===== config.mk =====
export PLATFORM = sky130hd
export DESIGN_NAME = multicycle_processor_top
export DESIGN_NICKNAME = d
export VERILOG_FILES = /design/src/rtl/multicycle_processor_top.sv
export SDC_FILE = /design/constraint.sdc
export NUM_CORES = 2
export LEC_CHECK = 0
export BUFFER_PORTS_ARGS = -buffer_cell sky130_fd_sc_hd__buf_2
export CORE_UTILIZATION = 38
export CTS_CLUSTER_SIZE = 28
export DETAILED_ROUTE_END_ITERATION = 12
export GPL_ROUTABILITY_DRIVEN = 0
export PLACE_DENSITY = 0.58
export RECOVER_POWER = 25
export SLEW_MARGIN = 20
export SYNTH_ARGS = -nofsm -noshare
export SYNTH_HDL_FRONTEND = slang
export SYNTH_SLANG_ARGS = --single-unit

===== constraint.sdc =====
create_clock -name clk -period 5.15 [get_ports clk]
set_input_delay 0.515 -clock clk [delete_from_list [all_inputs] [get_ports clk]]
set_output_delay 0.515 -clock clk [all_outputs]
set_load 0.01 [all_outputs]

===== src/rtl/multicycle_processor_top.sv =====
// Multi-cycle MIPS-subset core: FETCH/DECODE/EXEC/MEM/WB over one shared req/ready memory port, traps into HALT.
// Optional cycle/instret counters are enabled with `define MCP_PERF_COUNTERS_EN.
module multicycle_processor_top #(
  parameter int                ADDR_W       = 32,
  parameter logic [ADDR_W-1:0] RESET_VECTOR = '0
) (
  input  logic              clk,
  input  logic              rst,
  output logic              mem_req,
  output logic              mem_we,
  output logic [ADDR_W-1:0] mem_addr,
  output logic [31:0]       mem_wdata,
  input  logic [31:0]       mem_rdata,
  input  logic              mem_ready,
  output logic              retire,
  output logic              halted,
  output logic [ADDR_W-1:0] pc_out
`ifdef MCP_PERF_COUNTERS_EN
  ,
  output logic [31:0]       cycle_count,
  output logic [31:0]       instret_count
`endif
);

  localparam logic [5:0] OP_RTYPE = 6'h00;
  localparam logic [5:0] OP_J     = 6'h02;
  localparam logic [5:0] OP_BEQ   = 6'h04;
  localparam logic [5:0] OP_ADDI  = 6'h08;
  localparam logic [5:0] OP_LW    = 6'h23;
  localparam logic [5:0] OP_SW    = 6'h2B;
  localparam logic [5:0] F_ADD    = 6'h20;
  localparam logic [5:0] F_SUB    = 6'h22;
  localparam logic [5:0] F_AND    = 6'h24;
  localparam logic [5:0] F_OR     = 6'h25;
  localparam logic [5:0] F_SLT    = 6'h2A;

  typedef enum logic [2:0] {S_FETCH, S_DECODE, S_EXEC, S_MEM, S_WB, S_HALT} state_e;

  state_e            state_q;
  logic [ADDR_W-1:0] pc_q;
  logic [31:0]       ir_q, a_q, b_q, alu_q, mdr_q;
  logic [31:0]       rf_q [32];

  logic [5:0]  opcode, funct;
  logic [4:0]  rs, rt, rd, wb_idx;
  logic [31:0] imm_sext, addr_sum, alu_r, pc_ext, jump_tgt, wb_dat;
  logic        legal;

  assign opcode   = ir_q[31:26];
  assign rs       = ir_q[25:21];
  assign rt       = ir_q[20:16];
  assign rd       = ir_q[15:11];
  assign funct    = ir_q[5:0];
  assign imm_sext = {{16{ir_q[15]}}, ir_q[15:0]};
  assign addr_sum = a_q + imm_sext;
  assign pc_ext   = 32'(pc_q);
  assign jump_tgt = {pc_ext[31:28], ir_q[25:0], 2'b00};
  assign wb_idx   = (opcode == OP_RTYPE) ? rd : rt;
  assign wb_dat   = (opcode == OP_LW) ? mdr_q : alu_q;

  always_comb begin
    alu_r = '0;
    case (funct)
      F_ADD:   alu_r = a_q + b_q;
      F_SUB:   alu_r = a_q - b_q;
      F_AND:   alu_r = a_q & b_q;
      F_OR:    alu_r = a_q | b_q;
      F_SLT:   alu_r = {31'b0, $signed(a_q) < $signed(b_q)};
      default: alu_r = '0;
    endcase
  end

  always_comb begin
    legal = 1'b0;
    case (opcode)
      OP_RTYPE:                           legal = funct inside {F_ADD, F_SUB, F_AND, F_OR, F_SLT};
      OP_J, OP_BEQ, OP_ADDI, OP_LW, OP_SW: legal = 1'b1;
      default:                            legal = 1'b0;
    endcase
  end

  // Port controls come straight from state and are masked by rst so an access aborts in the reset cycle.
  assign mem_req   = !rst && (state_q == S_FETCH || state_q == S_MEM);
  assign mem_we    = !rst && (state_q == S_MEM) && (opcode == OP_SW);
  assign mem_addr  = (state_q == S_MEM) ? alu_q[ADDR_W-1:0] : pc_q;
  assign mem_wdata = b_q;
  assign retire    = !rst && ((state_q == S_WB)
                     || (state_q == S_EXEC && (opcode == OP_BEQ || opcode == OP_J))
                     || (state_q == S_MEM && opcode == OP_SW && mem_ready));
  assign halted    = !rst && (state_q == S_HALT);
  assign pc_out    = pc_q;

  always_ff @(posedge clk) begin
    if (rst) begin
      state_q <= S_FETCH;
      pc_q    <= RESET_VECTOR;
      ir_q    <= '0;
      a_q     <= '0;
      b_q     <= '0;
      alu_q   <= '0;
      mdr_q   <= '0;
      for (int i = 0; i < 32; i++) rf_q[i] <= '0;
    end else begin
      case (state_q)
        S_FETCH: if (mem_ready) begin
          ir_q    <= mem_rdata;
          pc_q    <= pc_q + ADDR_W'(4);
          state_q <= S_DECODE;
        end
        S_DECODE: begin
          a_q     <= rf_q[rs];
          b_q     <= rf_q[rt];
          alu_q   <= pc_ext + (imm_sext << 2);
          state_q <= legal ? S_EXEC : S_HALT;
        end
        S_EXEC: begin
          case (opcode)
            OP_RTYPE: begin alu_q <= alu_r;    state_q <= S_WB; end
            OP_ADDI:  begin alu_q <= addr_sum; state_q <= S_WB; end
            OP_LW, OP_SW: begin
              alu_q   <= addr_sum;
              state_q <= (addr_sum[1:0] != 2'b00) ? S_HALT : S_MEM;
            end
            OP_BEQ: begin
              if (a_q == b_q) pc_q <= alu_q[ADDR_W-1:0];
              state_q <= S_FETCH;
            end
            default: begin
              pc_q    <= jump_tgt[ADDR_W-1:0];
              state_q <= S_FETCH;
            end
          endcase
        end
        S_MEM: if (mem_ready) begin
          if (opcode == OP_LW) begin
            mdr_q   <= mem_rdata;
            state_q <= S_WB;
          end else begin
            state_q <= S_FETCH;
          end
        end
        S_WB: begin
          if (wb_idx != 5'd0) rf_q[wb_idx] <= wb_dat;
          state_q <= S_FETCH;
        end
        default: state_q <= S_HALT;
      endcase
    end
  end

`ifdef MCP_PERF_COUNTERS_EN
  always_ff @(posedge clk) begin
    if (rst) begin
      cycle_count   <= '0;
      instret_count <= '0;
    end else begin
      cycle_count <= cycle_count + 32'd1;
      if (retire) instret_count <= instret_count + 32'd1;
    end
  end
`endif

endmodule

==> summary by stage <==
Synthesis
The post-synthesis instance total is 5526. Yosys mapped the design onto 83 distinct sky130hd cell types. The main combinational cell family by area after synthesis is multiplexers.

Ranked by total cell area, the synthesized netlist is headed by edfxtp_1 (45%), mux4_2 (21%), nor2_1 (6.7%), dfxtp_1 (5.7%), ha_1 (3.2%). The flip-flop and latch count after synthesis is 1219. The fraction of synthesis flops using an asynchronous set or reset pin is 0%.

Summing the areas of all compound-gate instances in the mapped netlist gives 7.10% of the synthesized area. The post-synthesis average cell area is 12.3 um2. Of the post-synthesis cell area, the part taken by muxes is 22.7%.

The number of flops mapped to enable cells by yosys is 1024. Of all cell types, the one taking the most synthesized area is edfxtp_1. The post-synthesis xor/xnor area fraction is 1.00%. Summing every instance area after synthesis gives 68100 um2. The synthesized design devotes to its leading area cell type 45.2% of total area. In the synthesized netlist the dominant register cell turns out to be edfxtp_1.

The share of synthesized cell area in and, or, nand and nor gates is 11.6%. The number of warnings reported in the yosys synthesis log is 0. After synthesis, flip-flops and latches occupy 50.9% of the total area.

Of the total synthesized cell area, the portion taken by full adders, half adders and majority gates is 3.28%. Counting instances in the post-synthesis netlist gives the leading cell types as nor2_1 (1222), edfxtp_1 (1024), mux4_2 (640). By instance count, the leading cell after synthesis is nor2_1.

Route
The wire length after detailed routing is 251000 um. The DRC violations left is 0. The number of iterations in the first detailed-routing pass is 8. The wire length the detailed router placed on met1 is 92500 um.

The average detailed-routed wire length per instance is 31.4 um. The met3 wirelength from detailed routing is 29700 um. The vias after detailed routing is 50200. The ratio of routed vias to standard cells is 6.28. The number of violations reported at the end of detailed-routing iteration 0 is 7143. The highest layer touched by signal routing is met5. The count of nets left with antenna violations once routing finished came out at 0. Summed over all nets, wire length on met2 after detailed routing comes to 115000 um.

Clock tree
The TritonCTS clock tree is done. The clock passes through at most 3 buffers. CTS saw 1219 sinks. Buffers inserted during clock tree synthesis total 134. The worst-skew pair later-pin latency is 0.79 ns. The clock-pin slew on the worst setup and hold paths is 0.06 ns. The root buffer cell is clkbuf_16. The post-CTS setup repair buffer count is 0. CTS built an H-tree with a depth of 4.

Worst setup path
In this run the critical register-to-register path is captured at rf_q[12][13]. STA classifies the critical path startpoint as an input port. The type of destination of the critical path is a flip-flop. The number of cells on the worst reg-to-reg path is 9.

The data arrival time of the critical path is 5.06 ns. The signal on the critical path passes through buf_8 > clkbuf_1 > nand2b_2 > buf_4. The classification of the worst setup path is in2reg.

The kind of cell with the highest combined delay on the critical path is buffers and inverters. Counting both buffers and inverters, the worst setup path holds a total of 3. At the worst endpoint, the required time is 5.62 ns.

The slowest stage of the critical path belongs to the cell clkbuf_1. In this run the worst path has a maximum fanout of 79. The delay contributed by the slowest stage of the critical path is 2.46 ns. Across all register-to-register paths, the minimum setup slack is 0.83 ns. In this run the critical register-to-register path is launched from ir_q[31].

STA
The worst path needs 4.59 ns of the cycle, external delays included. The final setup violation count is 0. The count of pins over their slew limit was 318. Adding up every negative setup slack in the final design gives 0 ns. The smallest hold slack is 0.0422 ns. For the pin with the worst max-slew slack, the measured transition is 3.46 ns. The share of the clock period used by the worst path is 89.1%. The final-report hold violation count came to 0. Setup repair after global routing left no endpoint under its margin. The clock tree skew after final layout is 0.0434 ns. The maximum achievable frequency is 218 MHz. The tightest slew margin relative to the limit is -131%.

Die
The floorplan step set the die height to 425 um. The die outline area is 181000 um2. The placeable core area is 177000 um2.

The cell row count is 154. 135 I/O pins were placed. Measured along the x axis, the die boundary spans 425 um.

The initial cell density of the core is 38.5%.

Flow run
Across the run, the number of max-cap violations was 9.

Outcome
The run finished, with violations left. The checks that failed: max-capacitance violations, max-slew violations.

Finish
At the end of the flow, the number of nets in the layout was 5758. Of the cells placed in the final design, the portion with a size suffix greater than 1 is 20.4%. The synthesis-to-finish area growth is 12.5%.

GRT
The maximum number of pins on one net before global-route repair is 95. The initial antenna violation count is 12. Global routing consumed, over all layers together, 27.3% of the routing resources. For this run the aggregate overflow at the end of global routing stands at 0. The first global-routing pass estimated 353000 um of wire. The number of global-route vias before repair is 48600.

Placed design
The HPWL reported at the end of detailed placement is 168000 um. The quantity of I/O buffers inserted on ports is 134.

Hold path
The worst hold path class is in2reg. The startpoint identified for the worst hold timing path is mem_rdata[9]. The terminating pin of the worst hold path is mdr_q[9]. Counting instances, the worst hold path has a depth of 3.

Pwr
The static leakage is 0.0250 uW. For this design the ratio of total power to cell area is 362 nW/um2. The worst-case vdd ir drop is 324 uV.
-- metrics by stage --
stage / setup slack (ns) / total power [uW] / utilization (%) / area (um2) / std cells
after floorplan: 1.86 / 15600 / - / 68200 / 5557
after global placement: 1.48 / 18200 / 40.9 / 72400 / 7723
after detailed placement: 1.47 / 18300 / 40.9 / 72500 / 7724
after CTS: 1.48 / 27700 / 43.5 / 76900 / 7990
after global routing: 0.668 / 28500 / 43.3 / 76600 / 7992
final: 0.560 / 27800 / 43.3 / 76600 / 7993
-- per-layer routing --
metal | global-route usage, % | up-vias
met3 | 7.61 | 605
met1 | 35.0 | 25700
met2 | 42.6 | 3133
met5 | 0 | -
met4 | 13.0 | 6
li1 | - | 20800
-- cell usage in the layout, fill, tap and decap left out, types with 29 or more instances in the layout --
master	Yosys	final
clkbuf_2	0	29
buf_12	0	36
edfxtp_1	1024	1024
a211oi_1	103	103
nand2_1	425	398
clkinv_1	0	31
ha_1	172	172
mux4_2	640	640
clkbuf_16	0	135
nor3_1	59	58
inv_1	118	118
clkbuf_1	423	139
buf_2	14	37
a21oi_1	249	249
a21o_1	30	30
o21ai_0	134	134
nor2_1	1222	1221
conb_1	1	32
dfxtp_1	195	183
nand3_1	59	59
buf_4	0	110
xnor2_1	52	52
mux2i_1	103	75
-- report_power, final --
group | total (uW) | switching (uW) | internal (uW) | leakage (uW)
Clock | 9510 | 4190 | 5320 | 0.00204
Sequential | 11800 | 657 | 11100 | 0.0122
Combinational | 6460 | 4120 | 2350 | 0.0108
Total | 27800 | 8970 | 18800 | 0.0250
-- how the worst max path moves through the flow --
stage,from,to,slack (ns),cells after the start
3_5_place_dp,rst,rf_q[12][9],1.47,6
6_report,rst,rf_q[15][22],0.56,4
5_1_grt,state_q[1],mem_addr[3],0.67,5
3_3_place_gp,ir_q[15],alu_q[29],1.48,12
2_1_floorplan,ir_q[1],alu_q[16],1.86,14
4_1_cts,state_q[1],rf_q[12][13],1.48,6
-- worst min-delay path, stage by stage --
cell and delay [ns]:
buf_2 0.14, nand2_1 0.07, a21oi_1 0.05
-- repair_timing --
| item | 4_1_cts | 5_1_grt |
|---|---|---|
| hold endpoints to repair | 43 | 0 |
| hold buffers | 25 | 0 |
| resized for setup | 0 | 0 |
-- registers in the layout, indices dropped and copies added, names as in the netlist --
register and cells:
rf_q 1024, a_q 32, alu_q 32, ir_q 32, mdr_q 32, mem_wdata 32
pc_out 32, state_q 3
-- cells by family (layout without fill, tap and decap cells) --
logic type               after synthesis  in the layout
other                                  1             33
AND/OR/NAND/NOR                     1939           1939
adder cells (fa/ha/maj)              176            176
flip-flops                          1219           1219
XOR/XNOR                              78             78
AO/OA/AOI/OAI                        757            757
buffers and inverters                612            707
multiplexers                         744            744
-- cell type report --
cell class | instances | area (um2)
antenna | 1 | 2.50
sequential | 1219 | 34700
timing repair buffer | 348 | 2610
fill | 16200 | 100000
tap | 2340 | 2930
clock inverter | 66 | 618
clock buffer | 175 | 3610
inverter | 118 | 443
multi-input combinational | 3726 | 31700
Note: power is estimated with default switching activity, not from simulation.
